===== config.mk =====
export PLATFORM = sky130hd
export DESIGN_NAME = clcd_i2c_nibble_tx
export DESIGN_NICKNAME = d
export VERILOG_FILES = /design/src/rtl/clcd_pkg.sv /design/src/rtl/edge_detector_n.sv /design/src/rtl/clcd_i2c_nibble_tx.sv
export SDC_FILE = /design/constraint.sdc
export NUM_CORES = 1
export LEC_CHECK = 0
export ABC_AREA = 0
export CORE_MARGIN = 2
export CORE_UTILIZATION = 45
export CTS_CLUSTER_SIZE = 24
export DETAILED_ROUTE_END_ITERATION = 10
export PLACE_DENSITY = 0.8
export SYNTH_ARGS = -nofsm -noshare
export SYNTH_HDL_FRONTEND = slang
export SYNTH_SLANG_ARGS = --single-unit

===== constraint.sdc =====
create_clock -name clk -period 3.42 [get_ports clk]
set_input_delay 0.684 -clock clk [delete_from_list [all_inputs] [get_ports clk]]
set_output_delay 0.684 -clock clk [all_outputs]
set_load 0.01 [all_outputs]

===== src/rtl/clcd_pkg.sv =====
// Shared types and constants for the CLCD-over-I2C path: FSM states,
// PCF8574 backpack bit positions, HD44780 slow-command codes.
package clcd_pkg;

    typedef enum logic [2:0] {
        IDLE,
        SEND,
        WAIT_ACK,
        WAIT_DONE,
        HOLD
    } state_t;

    localparam int BIT_RS = 0;
    localparam int BIT_RW = 1;
    localparam int BIT_E  = 2;
    localparam int BIT_BL = 3;

    localparam logic [7:0] CMD_CLEAR = 8'h01;
    localparam logic [7:0] CMD_HOME  = 8'h02;

    function automatic logic [7:0] pcf_byte(input logic [3:0] nib, input logic bl,
                                            input logic e, input logic rw, input logic rs);
        logic [7:0] b;
        b         = {nib, 4'b0000};
        b[BIT_BL] = bl;
        b[BIT_E]  = e;
        b[BIT_RW] = rw;
        b[BIT_RS] = rs;
        return b;
    endfunction

    // Clear (0x01) and both home encodings (0x02/0x03) need the long settle time.
    function automatic logic is_long_cmd(input logic [7:0] data, input logic rs);
        return !rs && ((data == CMD_CLEAR) || (data[7:1] == CMD_HOME[7:1]));
    endfunction

endpackage


===== src/rtl/edge_detector_n.sv =====
// Single-register edge detector: one-cycle rise/fall pulses for a level input.
module edge_detector_n (
    input  logic clk,
    input  logic reset_p,
    input  logic cp,
    output logic p_edge,
    output logic n_edge
);

    logic cp_d;

    always_ff @(posedge clk or posedge reset_p) begin
        if (reset_p) cp_d <= 1'b0;
        else         cp_d <= cp;
    end

    assign p_edge = cp & ~cp_d;
    assign n_edge = ~cp & cp_d;

endmodule


===== src/rtl/clcd_i2c_nibble_tx.sv =====
// Splits one HD44780 command into four PCF8574 byte writes (4-bit mode, E strobe)
// and paces them to the I2C master. Optional watchdog: CLCD_I2C_TX_TIMEOUT_EN.
module clcd_i2c_nibble_tx
    import clcd_pkg::*;
#(
    parameter logic [6:0] SLAVE_ADDR    = 7'h27,
    parameter int         HOLD_CYC      = 5000,
    parameter int         HOLD_LONG_CYC = 200000,
    parameter bit         BL_ON         = 1'b1
`ifdef CLCD_I2C_TX_TIMEOUT_EN
   ,parameter int         TIMEOUT_CYC   = 1_000_000
`endif
) (
    input  logic       clk,
    input  logic       reset_p,
    input  logic [7:0] i_data,
    input  logic       i_RS,
    input  logic       i_RW,
    input  logic       i_valid,
    output logic       o_busy,
    output logic [6:0] o_i2c_addr,
    output logic [7:0] o_i2c_data,
    output logic       o_i2c_valid,
    input  logic       i_i2c_busy,
    output logic       o_error
);

    localparam int HOLD_MAX = (HOLD_CYC > HOLD_LONG_CYC) ? HOLD_CYC : HOLD_LONG_CYC;
    localparam int HOLD_W   = $clog2(HOLD_MAX + 1);

    state_t            state, state_n;
    logic [1:0]        idx, idx_n;
    logic [7:0]        cmd_data, cmd_data_n;
    logic              cmd_rs, cmd_rs_n;
    logic              cmd_rw, cmd_rw_n;
    logic [HOLD_W-1:0] hold_cnt, hold_cnt_n;
    logic              busy_r, busy_n;
    logic              valid_r, valid_n;
    logic [7:0]        data_r, data_n;
    logic              busy_rise, busy_fall;
    logic [3:0]        cur_nib;

    edge_detector_n u_busy_edge (
        .clk     (clk),
        .reset_p (reset_p),
        .cp      (i_i2c_busy),
        .p_edge  (busy_rise),
        .n_edge  (busy_fall)
    );

    // idx[1] picks the nibble, idx[0] clears E on the second write of each pair.
    assign cur_nib = idx[1] ? cmd_data[3:0] : cmd_data[7:4];

`ifdef CLCD_I2C_TX_TIMEOUT_EN
    localparam int WD_W = $clog2(TIMEOUT_CYC + 1);
    logic [WD_W-1:0] wd_cnt, wd_n;
    logic            err_r, err_n;
`endif

    always_comb begin
        state_n    = state;
        idx_n      = idx;
        cmd_data_n = cmd_data;
        cmd_rs_n   = cmd_rs;
        cmd_rw_n   = cmd_rw;
        hold_cnt_n = hold_cnt;
        busy_n     = busy_r;
        valid_n    = valid_r;
        data_n     = data_r;
        case (state)
            IDLE: begin
                if (i_valid) begin
                    cmd_data_n = i_data;
                    cmd_rs_n   = i_RS;
                    cmd_rw_n   = i_RW;
                    busy_n     = 1'b1;
                    idx_n      = 2'd0;
                    state_n    = SEND;
                end
            end
            SEND: begin
                data_n  = pcf_byte(cur_nib, BL_ON, ~idx[0], cmd_rw, cmd_rs);
                valid_n = 1'b1;
                state_n = WAIT_ACK;
            end
            WAIT_ACK: begin
                if (busy_rise) begin
                    valid_n = 1'b0;
                    state_n = WAIT_DONE;
                end
            end
            WAIT_DONE: begin
                if (busy_fall) begin
                    if (idx != 2'd3) begin
                        idx_n   = idx + 2'd1;
                        state_n = SEND;
                    end else begin
                        hold_cnt_n = is_long_cmd(cmd_data, cmd_rs) ? HOLD_W'(HOLD_LONG_CYC)
                                                                   : HOLD_W'(HOLD_CYC);
                        state_n    = HOLD;
                    end
                end
            end
            HOLD: begin
                if (hold_cnt <= HOLD_W'(1)) begin
                    hold_cnt_n = '0;
                    busy_n     = 1'b0;
                    state_n    = IDLE;
                end else begin
                    hold_cnt_n = hold_cnt - 1'b1;
                end
            end
            default: state_n = IDLE;
        endcase
`ifdef CLCD_I2C_TX_TIMEOUT_EN
        err_n = err_r;
        wd_n  = '0;
        if ((state == WAIT_ACK || state == WAIT_DONE) && state_n == state)
            wd_n = wd_cnt + 1'b1;
        // Expiry abandons the rest of the command; the flag stays until reset.
        if ((state == WAIT_ACK || state == WAIT_DONE) && wd_cnt == WD_W'(TIMEOUT_CYC - 1)) begin
            err_n   = 1'b1;
            valid_n = 1'b0;
            busy_n  = 1'b0;
            state_n = IDLE;
            wd_n    = '0;
        end
`endif
    end

    always_ff @(posedge clk or posedge reset_p) begin
        if (reset_p) begin
            state    <= IDLE;
            idx      <= 2'd0;
            cmd_data <= 8'h00;
            cmd_rs   <= 1'b0;
            cmd_rw   <= 1'b0;
            hold_cnt <= '0;
            busy_r   <= 1'b0;
            valid_r  <= 1'b0;
            data_r   <= 8'h00;
        end else begin
            state    <= state_n;
            idx      <= idx_n;
            cmd_data <= cmd_data_n;
            cmd_rs   <= cmd_rs_n;
            cmd_rw   <= cmd_rw_n;
            hold_cnt <= hold_cnt_n;
            busy_r   <= busy_n;
            valid_r  <= valid_n;
            data_r   <= data_n;
        end
    end

`ifdef CLCD_I2C_TX_TIMEOUT_EN
    always_ff @(posedge clk or posedge reset_p) begin
        if (reset_p) begin
            wd_cnt <= '0;
            err_r  <= 1'b0;
        end else begin
            wd_cnt <= wd_n;
            err_r  <= err_n;
        end
    end

    assign o_error = err_r;
`else
    assign o_error = 1'b0;
`endif

    assign o_busy      = busy_r;
    assign o_i2c_valid = valid_r;
    assign o_i2c_data  = data_r;
    assign o_i2c_addr  = SLAVE_ADDR;

endmodule


**Yosys cells after proc, flatten, opt, wreduce, memory -nomap -nowiden**

Index checks and enable logic that the tools add are counted.
W data, S select, Z words.

- Word-level logic and storage cells: 66
- Output and inout bits: 18
- Register bits: 44
- Input bits: 14

- Bitwise gates (word level): 5
- Equal/unequal tests: 13
- Add/sub/neg operators: 2
- Magnitude comparators: 1
- Reductions and logical operators: 14
- Muxes and demuxes: 21

Operators by type and width:

| cell | number |
|---|---|
| $mux W18 | 4 |
| $pmux W18 S2 | 1 |
| $le A18 B1 Y1 const B | 1 |
| $sub A18 B1 Y18 const B | 1 |
| $mux W3 | 5 |
| $pmux W3 S5 | 1 |
| $ne A2 B2 Y1 const B | 7 |
| $eq A8 B1 Y1 const B | 1 |
| $reduce_and A4 Y1 | 2 |
| $reduce_bool A2 Y1 | 4 |
| $eq A7 B1 Y1 const B | 1 |
| $eq A3 B2 Y1 const B | 2 |
| $mux W2 | 3 |
| $reduce_and A3 Y1 | 2 |
| $mux W4 | 1 |
| $pmux W1 S2 | 2 |
| $pmux W2 S2 | 1 |
| $reduce_and A2 Y1 | 2 |
| $eq A3 B1 Y1 const B | 1 |
| $eq A3 B3 Y1 const B | 1 |
| $logic_not A3 Y1 | 1 |
| $mux W1 | 3 |
| $not A1 Y1 | 3 |
| $add A2 B1 Y2 const B | 1 |
| other kinds (4) | 5 |

**Longest topological paths before layout**

Gate-level depths: netlist (run 1).

- Depth in word-level cells: 7
- Depth in mapped cells: 8
- Depth with buffers taken out: 7

**Cells and area by module**

A second synthesis (run 1) with hierarchy kept.

- Cell total of the unflattened synthesis: 224
- Area total of the unflattened synthesis: 2258.4 sq um

Modules (own cells, without submodules):

| module | cells each | seq. area each (sq um) | area an instance (sq um) | instances |
|---|---|---|---|---|
| clcd_i2c_nibble_tx | 220 | 1076.0 | 2214.6 | 1 |
| edge_detector_n | 4 | 25.0 | 43.8 | 1 |

**Least setup slack after synthesis (run 1)**

No wires, ideal clock.

- Kind: register -> register
- Start: reg hold_cnt[0]
- End: reg hold_cnt[12]
- Path slack: 1.006 ns
- Path buffers: 0
- Required time: 3.302 ns
- Library setup time: 0.118 ns
- Arrival: 2.296 ns
- Period minus slack after synthesis: 2.414 ns
- Stages on the path, launching flop included: 8
- Cells stage by stage: dfrtp_1 > inv_1 > ha_1 > or3b_4 > or4b_4 > or4_4 > o21ai_2 > o2bb2a_4

- Longest elaborated chain between the ends: 3
- Elaborated cells between the ends (all ways): 4
- Classes of those cells: add/sub (1); order compare (1); mux (2)

Ends and longest elaborated chain:

| what | line | RTL |
|---|---|---|
| start: declaration | clcd_i2c_nibble_tx.sv:36 | `logic [HOLD_W-1:0] hold_cnt, hold_cnt_n;` |
| start signal: assignment | clcd_i2c_nibble_tx.sv:148 | `hold_cnt <= hold_cnt_n;` |
| $sub A18 B1 Y18 or $le A18 B1 Y1 (tied branches) | clcd_i2c_nibble_tx.sv:110, clcd_i2c_nibble_tx.sv:105 |  |
| $mux W18 * | clcd_i2c_nibble_tx.sv:105 | `if (hold_cnt <= HOLD_W'(1)) begin` |
| $pmux W18 S2 * | clcd_i2c_nibble_tx.sv:70 | `case (state)` |

Every way passes the cells marked *; elsewhere a longest branch is shown, timed or not.
A chain may end at the register's enable or synchronous reset.

**Worst setup path after layout (run 1)**

Same ends and word-level chain as after synthesis.

==> results.toml, run 1 <==
[power]
p_int_w = 0.00133
p_switching_w = 0.000695
p_per_area_nw_per_um2 = 745
p_comb_share_pct = 31.5
p_seq_share_pct = 47.8
pwr-share-clk_pct = 20.7
p_leak_nw = 1.13
ir_drop_mv = 0.338
swShare_pct = 34.4

[worst_setup_path]
path_cells = "inv_1, ha_1, or3b_4, or4b_4, or4_4, o21ai_2, o2bb2a_4"
worstSetupStartpointType = "register"
slowest_delay_ns = 0.57
crit_family = "simple AND/OR/NAND/NOR gates"
worstPathArrival_ns = 2.77
crit_path_max_fanout = 6
required_ns = 3.61
crit_buf_inv = 1
worst-setup-path-type = "register to register"
endpoint_kind = "register"
worst_path_max_delay_cell = "or4b_4"

[logic_synthesis]
synth_area_leaders = "dfrtp_1 47%, mux2_2 6.8%, a21oi_1 4.5%"
async_reset_ff_share_pct = 100
synth_cells = 229
synth.top_cells.by_count = "44 x dfrtp_1, 21 x a21oi_1, 19 x nor2_1, 14 x mux2_2, 12 x o21ai_0"
synth_cell_types = 54
synth_edf_count = 0
ys_ff_latch = 44
ys_seq_area_share_pct = 47.5
syn_avg_cell_area_um2 = 10.1
yosysMostFrequentCell = "dfrtp_1"
yosysTopAreaCell = "dfrtp_1"
synth.top_cell.area_share_pct = 47.5
synth_flop_cell = "dfrtp_1"
synth_warnings = 0
syn_area_um2 = 2320

[die]
initial_utilization_pct = 46.0
die_w_um = 75.8
rows = 26
die_area_um2 = 5740
fp.coreArea_um2 = 5040
io-pin-count = 32
fp.dieH_um = 75.8

[clock_tree]
ctsLongestPathBuffers = 2
path_clk_slew_ns = 0.09
cts_root_buffer = "clkbuf_8"
h-tree-depth = 2
cts_setup_buffers = 0
clock_latency_ns = 0.30
clock_sinks = 44
numCtsBuffers = 5
postCtsHoldBufs = 0
post_cts_resized = 0
cts_tree = "yes"

[timing]
fmax_mhz = 387
period_share_pct = 75.6
worst_pin_slew_ns = 0.960
relSlewSlack_pct = 35.7
skew_ns = 0.00749
finalHoldViolCount = 0
setup_viol = 0
fin_tns_setup_ns = 0
fin_ws_ns = 0.835
finalCriticalPeriod_ns = 2.59
rsz0062_at_grt = "false"
drv_slew = 0

[cells_and_area]
nets = 270
fillers = 446
syn_to_final_growth_pct = 17.0
drive_gt1_share_pct = 15.7
diodes = 0
final_util_pct = 53.8

[global_routing]
grt_max_degree = 40
grt_pass1_vias = 1760
grt_pass1_wl_um = 8010
antenna_found_initial = 0
overflow = 0
track_usage_pct = 18.3

[placed_design]
place_ws_ns = 0.599
routabilityCongestion = 0.950
place_hpwl_um = 3350
numPortBuffers = 23

[outcome]
outcome = "complete, no violations"

[drt]
vias = 1818
drc = 0
first_pass_iters = 4
viasPerCell = 5.61
drtAntennaViolNets = 0
routed_wl_um = 4760
first_iter_violations = 167
wl_per_cell_um = 14.7

[worst_hold_path]
hold_class = "register to register"

[job]
max_cap_violations = 0
==> cell families (layout without fill, tap and decap cells) <==
logic type                 count (synthesis)  after routing  share of synthesized area [%]
xor gates and xnor gates                   1              1                          0.378
muxes                                     18             18                           8.52
buffers and inverters                     25             44                           5.93
AOI/OAI and AO/OA                         68             68                           19.6
other                                      2              8                          0.324
adders and majority gates                  3              3                           1.62
DFF                                       44             44                           47.5
and+or+nand+nor                           68             68                           16.2
==> path summary, 6_finish.rpt <==
| path | endpoint | start | cells past startpoint | slack (ns) |
|---|---|---|---|---|
| setup / recovery | hold_cnt[12]$_DFFE_PP0P_ | hold_cnt[0]$_DFFE_PP0P_ | 7 | 0.83 |
| hold / removal | o_i2c_data[3]$_DFFE_PP0P_ | o_i2c_data[3]$_DFFE_PP0P_ | 1 | 0.49 |
| setup reg to reg | hold_cnt[12]$_DFFE_PP0P_ | hold_cnt[0]$_DFFE_PP0P_ | 7 | 0.83 |
| hold reg to reg | o_i2c_data[3]$_DFFE_PP0P_ | o_i2c_data[3]$_DFFE_PP0P_ | 1 | 0.49 |
| max in group asynchronous | state[2]$_DFFE_PP0P_ | reset_p | 3 | 2.16 |
| min in group asynchronous | cmd_data[6]$_DFFE_PP0P_ | reset_p | 2 | 0.56 |
==> registers in the layout (all words and copies together) (netlist names), 2 cells and up <==
signal      cells
hold_cnt       18
idx             2
state           3
o_i2c_data      8
cmd_data        8
==> through the flow <==
step / cells / total power (W) / instance area, µm² / hold WS [ns]
after CTS: 324 / 0.00203 / 2720 / 0.487
final: 324 / 0.00202 / 2720 / 0.486
after detailed placement: 316 / 0.00161 / 2590 / 0.463
after floorplan: 235 / 0.00139 / 2340 / 0.451
after global routing: 324 / 0.00217 / 2720 / 0.523
after global placement: 316 / 0.00158 / 2590 / 0.454
==> placed cells by master, fill, tap and decap left out, types with 4 or more instances in the layout <==
| master | instances |
|---|---|
| o21ai_0 | 12 |
| mux2_2 | 14 |
| nor3_1 | 9 |
| clkdlybuf4s50_1 | 23 |
| conb_1 | 8 |
| nor4_1 | 4 |
| nand2_1 | 10 |
| mux2i_1 | 4 |
| a21oi_1 | 21 |
| dfrtp_1 | 44 |
| nand2b_1 | 4 |
| clkbuf_8 | 6 |
| nor2_1 | 19 |
| buf_4 | 6 |
| o22a_1 | 5 |
| a31oi_1 | 6 |
| inv_1 | 6 |
==> cell type report <==
| class | instances | area (µm²) | share of cell area, % |
|---|---|---|---|
| inverter | 7 | 26.3 | 0.968 |
| tap | 70 | 87.6 | 3.23 |
| sequential | 44 | 1100 | 40.6 |
| clock inverter | 2 | 38.8 | 1.43 |
| timing repair buffer | 29 | 275 | 10.1 |
| multi-input combinational | 166 | 1100 | 40.6 |
| clock buffer | 6 | 82.6 | 3.04 |
==> power by group through the flow <==
stage	clock network [W]	logic (W)	registers (W)
after detailed placement	0	0.000636	0.000973
after floorplan	0	0.000482	0.000904
after global routing	0.000455	0.000713	0.00100
final	0.000418	0.000637	0.000967
after CTS	0.000428	0.000643	0.000963
after global placement	0	0.000612	0.000965
==> per-layer routing <==
metal,GRT usage [%],part of all wire [%]
met2,29.4,48
met4,7.80,2.2
met1,24.2,46
met5,0,0
met3,3.17,3.9
Power figures use the tool's default switching activity.
==> run 2, diff against run 1 <==
--- a/config.mk
+++ b/config.mk
@@ -10,7 +10,7 @@
 export CORE_UTILIZATION = 45
 export CTS_CLUSTER_SIZE = 24
 export DETAILED_ROUTE_END_ITERATION = 10
-export PLACE_DENSITY = 0.8
+export PLACE_DENSITY = 0.82
 export SYNTH_ARGS = -nofsm -noshare
 export SYNTH_HDL_FRONTEND = slang
 export SYNTH_SLANG_ARGS = --single-unit
==> constraint.sdc (replaced) <==
create_clock -name clk -period 2.32 [get_ports clk]
set_input_delay 0.464 -clock clk [delete_from_list [all_inputs] [get_ports clk]]
set_output_delay 0.464 -clock clk [all_outputs]
set_load 0.01 [all_outputs]
==> results.toml, run 2 (same netlist as run 1, synthesis figures left out) <==
[die]
initial_utilization_pct = 46.0
fp.coreArea_um2 = 5040
fp.dieH_um = 75.8
io-pin-count = 32
rows = 26
die_w_um = 75.8
die_area_um2 = 5740

[power]
p_leak_nw = 1.21
p_per_area_nw_per_um2 = 1080
ir_drop_mv = 0.668

[global_routing]
grt_pass1_wl_um = 8290
busiest_layer = "met2"
grt_pass1_vias = 1787
met3_usage_pct = 3.70
track_usage_pct = 19.3
antenna_found_initial = 0
overflow = 0
grt_use_met1_pct = 25.0
met2_usage_pct = 31.5
grt_max_degree = 45

[timing]
fmax_mhz = 427
worst_pin_slew_ns = 0.706
whs_ns = 0.485
drv_slew = 0
period_share_pct = 101
relSlewSlack_pct = 52.6
finalHoldViolCount = 0
rsz0062_at_grt = "true"
setup_viol = 1
fin_ws_ns = -0.0219
fin_tns_setup_ns = -0.0219
skew_ns = 0.00845
finalCriticalPeriod_ns = 2.34

[worst_setup_path]
worstSetupStartpointType = "register"
endpoint_kind = "register"
required_ns = 2.52
worstPathArrival_ns = 2.54
crit_path_max_fanout = 2
worst-setup-path-type = "register to register"

[outcome]
violations = "setup timing"
outcome = "complete, but fails checks"

[clock_tree]
cts_tree = "yes"
clock_latency_ns = 0.30
postCtsHoldBufs = 0
path_clk_slew_ns = 0.09
h-tree-depth = 2
cts_root_buffer = "clkbuf_8"
numCtsBuffers = 5
clock_sinks = 44
ctsLongestPathBuffers = 2

[placed_design]
place_ws_ns = -0.0547
placed_area_um2 = 2710
place_hpwl_um = 3490
routabilityCongestion = 0.843
numPortBuffers = 23

[worst_hold_path]
hold_class = "register to register"

[drt]
wl_per_cell_um = 14.7
vias = 1888
drtAntennaViolNets = 0
viasPerCell = 5.54
drc = 0
routed_wl_um = 5020
first_iter_violations = 204
first_pass_iters = 4

[cells_and_area]
diodes = 0
finish.instance_area_um2 = 2860
largest_reg_flops = 18
nets = 287
final_util_pct = 56.7
syn_to_final_growth_pct = 23.1
drive_gt1_share_pct = 22.5
layout_common_cells = "44 x dfrtp_1, 23 x clkdlybuf4s50_1, 23 x buf_4"
final_common_cell = "dfrtp_1"
largest-register = "hold_cnt"

[job]
max_cap_violations = 0
==> run 2: changes by cell type in the layout (fill, tap and decap cells not counted) <==
cell | before | now
inv_1 | 6 | 5
nor4_1 | 4 | 3
ha_1 | 3 | 2
nor4_2 | 0 | 1
buf_4 | 6 | 23
nor3_1 | 9 | 8
inv_2 | 0 | 1
ha_2 | 0 | 1
nor3_2 | 0 | 1
==> run 2: area by class of cell <==
type | instances | area [µm²]
Multi-Input combinational cell | 166 | 1120
Timing Repair Buffer | 46 | 403
Inverter | 7 | 26.3
Clock inverter | 2 | 38.8
Tap cell | 70 | 87.6
Sequential cell | 44 | 1100
Clock buffer | 6 | 82.6
Fill cell | 448 | 2190
==> run 2: final timing paths <==
kind / from / endpoint / slack (ns) / cells past startpoint
max in group asynchronous: reset_p / hold_cnt[14]$_DFFE_PP0P_ / 1.34 / 3
max reg2reg: hold_cnt[1]$_DFFE_PP0P_ / hold_cnt[12]$_DFFE_PP0P_ / -0.02 / 7
min in group asynchronous: reset_p / cmd_data[2]$_DFFE_PP0P_ / 0.60 / 3
min reg2reg: o_i2c_data[3]$_DFFE_PP0P_ / o_i2c_data[3]$_DFFE_PP0P_ / 0.49 / 1
min: o_i2c_data[3]$_DFFE_PP0P_ / o_i2c_data[3]$_DFFE_PP0P_ / 0.49 / 1
max: hold_cnt[1]$_DFFE_PP0P_ / hold_cnt[12]$_DFFE_PP0P_ / -0.02 / 7
==> run 2: power breakdown <==
group	total, W	internal [W]	switching [W]
registers	0.00139	0.00108	0.000311
clock network	0.000620	0.000352	0.000268
logic	0.00107	0.000589	0.000485
==> run 2: critical path, cell delays in order, from the launching register on <==
cell and delay, ns:
dfrtp_1 0.39, inv_2 0.06, ha_2 0.17, or3b_4 0.38, or4b_4 0.49, or4_4 0.44, o21ai_2 0.14, o2bb2a_4 0.16
==> run 2: per-layer routing <==
metal	wire, µm	part of all wire [%]
met1	2230	44
met2	2500	50
met3	224	4.5
met4	72	1.4
met5	0	0
==> run 2: what timing repair did <==
action	CTS	global route
setup endpoints to repair	3	3
gates resized for setup	1	2
setup buffers	1	1
==> run 2: through the flow <==
step,instances,total power [W]
after floorplan,235,0.00204
after global placement,331,0.00238
after detailed placement,331,0.00244
after CTS,340,0.00309
after global routing,341,0.00328
final,341,0.00308
==> run 3, diff against run 2 <==
--- a/config.mk
+++ b/config.mk
@@ -10,7 +10,9 @@
 export CORE_UTILIZATION = 45
 export CTS_CLUSTER_SIZE = 24
 export DETAILED_ROUTE_END_ITERATION = 10
-export PLACE_DENSITY = 0.82
+export DONT_BUFFER_PORTS = 1
+export PLACE_DENSITY = 0.74
+export RECOVER_POWER = 25
 export SYNTH_ARGS = -nofsm -noshare
 export SYNTH_HDL_FRONTEND = slang
 export SYNTH_SLANG_ARGS = --single-unit
==> results.toml, run 3 (same netlist as run 1, synthesis figures left out) <==
[worst_setup_path]
required_ns = 2.52
crit_path_end = "hold_cnt[12]$_DFFE_PP0P_"
path_cells = "inv_2, ha_4, or3b_4, or4b_4, or4_4, o21ai_2, o2bb2a_4"
crit_buf_inv = 1
r2r_start = "hold_cnt[0]$_DFFE_PP0P_"
worst_path_max_delay_cell = "or4b_4"
crit_start = "hold_cnt[0]$_DFFE_PP0P_"
r2r.worst_path.cells = 7
worstPathArrival_ns = 2.51
worstSetupStartpointType = "register"
r2r-end = "hold_cnt[12]$_DFFE_PP0P_"
slowest_delay_ns = 0.49
r2r_slack_ns = 0.004
worst-setup-path-type = "register to register"
crit_family = "simple AND/OR/NAND/NOR gates"
endpoint_kind = "register"
crit_path_max_fanout = 2
critical_path_depth = 7

[power]
ir_drop_mv = 0.429
p_per_area_nw_per_um2 = 1110
p_leak_nw = 1.12
p_total_w = 0.00292

[drt]
first_pass_iters = 5
drtAntennaViolNets = 0
routed_wl_um = 4860
first_iter_violations = 84
vias = 1802
viasPerCell = 5.63
wl_per_cell_um = 15.2
drc = 0

[clock_tree]
cts_setup_buffers = 0
clock_latency_ns = 0.30
path_clk_slew_ns = 0.09
h-tree-depth = 2
ctsLongestPathBuffers = 2
numCtsBuffers = 5
clock_sinks = 44
cts_tree = "yes"
cts_root_buffer = "clkbuf_8"

[die]
initial_utilization_pct = 46.0
die_w_um = 75.8
fp.dieH_um = 75.8
io-pin-count = 32
fp.coreArea_um2 = 5040
die_area_um2 = 5740
rows = 26

[timing]
relSlewSlack_pct = 37.8
finalCriticalPeriod_ns = 2.32
skew_ns = 0.00253
setup_viol = 0
rsz0062_at_grt = "true"
finalHoldViolCount = 0
drv_slew = 0
fmax_mhz = 432
fin_tns_setup_ns = 0
period_share_pct = 99.8
worst_pin_slew_ns = 0.928

[placed_design]
routabilityCongestion = 0.836
numPortBuffers = 0
place_hpwl_um = 3490

[cells_and_area]
largest-register = "hold_cnt"
drive_gt1_share_pct = 24.8
diodes = 0
fillers = 444
largest_reg_flops = 18
final_util_pct = 52.3
nets = 266
layout_common_cells = "44 x dfrtp_1, 25 x buf_4, 21 x a21oi_1"
final_common_cell = "dfrtp_1"
syn_to_final_growth_pct = 13.6

[outcome]
outcome = "complete, no violations"

[global_routing]
grt_max_degree = 27
grt_pass1_wl_um = 8280
grt_pass1_vias = 1783
overflow = 0
antenna_found_initial = 0
track_usage_pct = 18.9

[job]
max_cap_violations = 0

[worst_hold_path]
hold_class = "primary input to asynchronous set/reset pin"
-- run 3: cell types whose count changed in the layout (fill, tap and decap cells not counted) --
cell             before  now
nor4_1                3    4
clkinv_4              1    2
nor3_1                8    9
buf_4                23   25
clkdlybuf4s50_1      23    0
nor3_2                1    0
ha_4                  0    1
inv_1                 5    4
clkbuf_8              6    5
inv_2                 1    2
nor4_2                1    0
ha_2                  1    0
-- run 3: report_power, final --
group | leakage [nW] | internal (W) | switching, W
combinational | 0.549 | 0.000481 | 0.000417
clock | 0.0583 | 0.000324 | 0.000279
sequential | 0.516 | 0.00108 | 0.000340
-- run 3: cell type report --
cell class                 count  area [µm²]  share of cell area, %
clock buffer                   5        68.8                   2.61
clock inverter                 3        47.5                   1.80
inverter                       7        26.3                  0.997
multi-input combinational    166        1120                   42.4
sequential                    44        1100                   41.8
tap                           70        87.6                   3.32
timing repair buffer          25         188                   7.12
-- run 3: worst min path at each step --
stage	endpoint	slack, ns
6_report	cmd_data[2]$_DFFE_PP0P_	0.13
3_5_place_dp	cmd_data[2]$_DFFE_PP0P_	0.48
2_1_floorplan	hold_cnt[14]$_DFFE_PP0P_	0.45
3_3_place_gp	cmd_data[2]$_DFFE_PP0P_	0.48
4_1_cts	cmd_data[2]$_DFFE_PP0P_	0.15
5_1_grt	cmd_data[2]$_DFFE_PP0P_	0.17
-- run 3: layer usage --
layer  track usage [%]  wire length (µm)
met2              31.8              2390
met4              5.26                67
met3              4.23               204
met1              24.4              2190
met5                 0                 0
-- run 3: metrics by stage --
stage	worst slack, ns	instance area (µm²)	hold WS (ns)	std cells
finish	0.00423	2640	0.133	320
global route	-0.0587	2640	0.171	320
CTS	0.0192	2640	0.147	320
detailed placement	-0.00667	2510	0.479	312
global placement	0.0229	2510	0.478	312
floorplan	-0.0625	2340	0.451	235
-- run 3: what timing repair did --
action / in CTS / in global routing
endpoints found under the setup margin: 1 / 2
hold buffers: 0 / 0
cloned: 0 / 0
gates resized for setup: 3 / 0
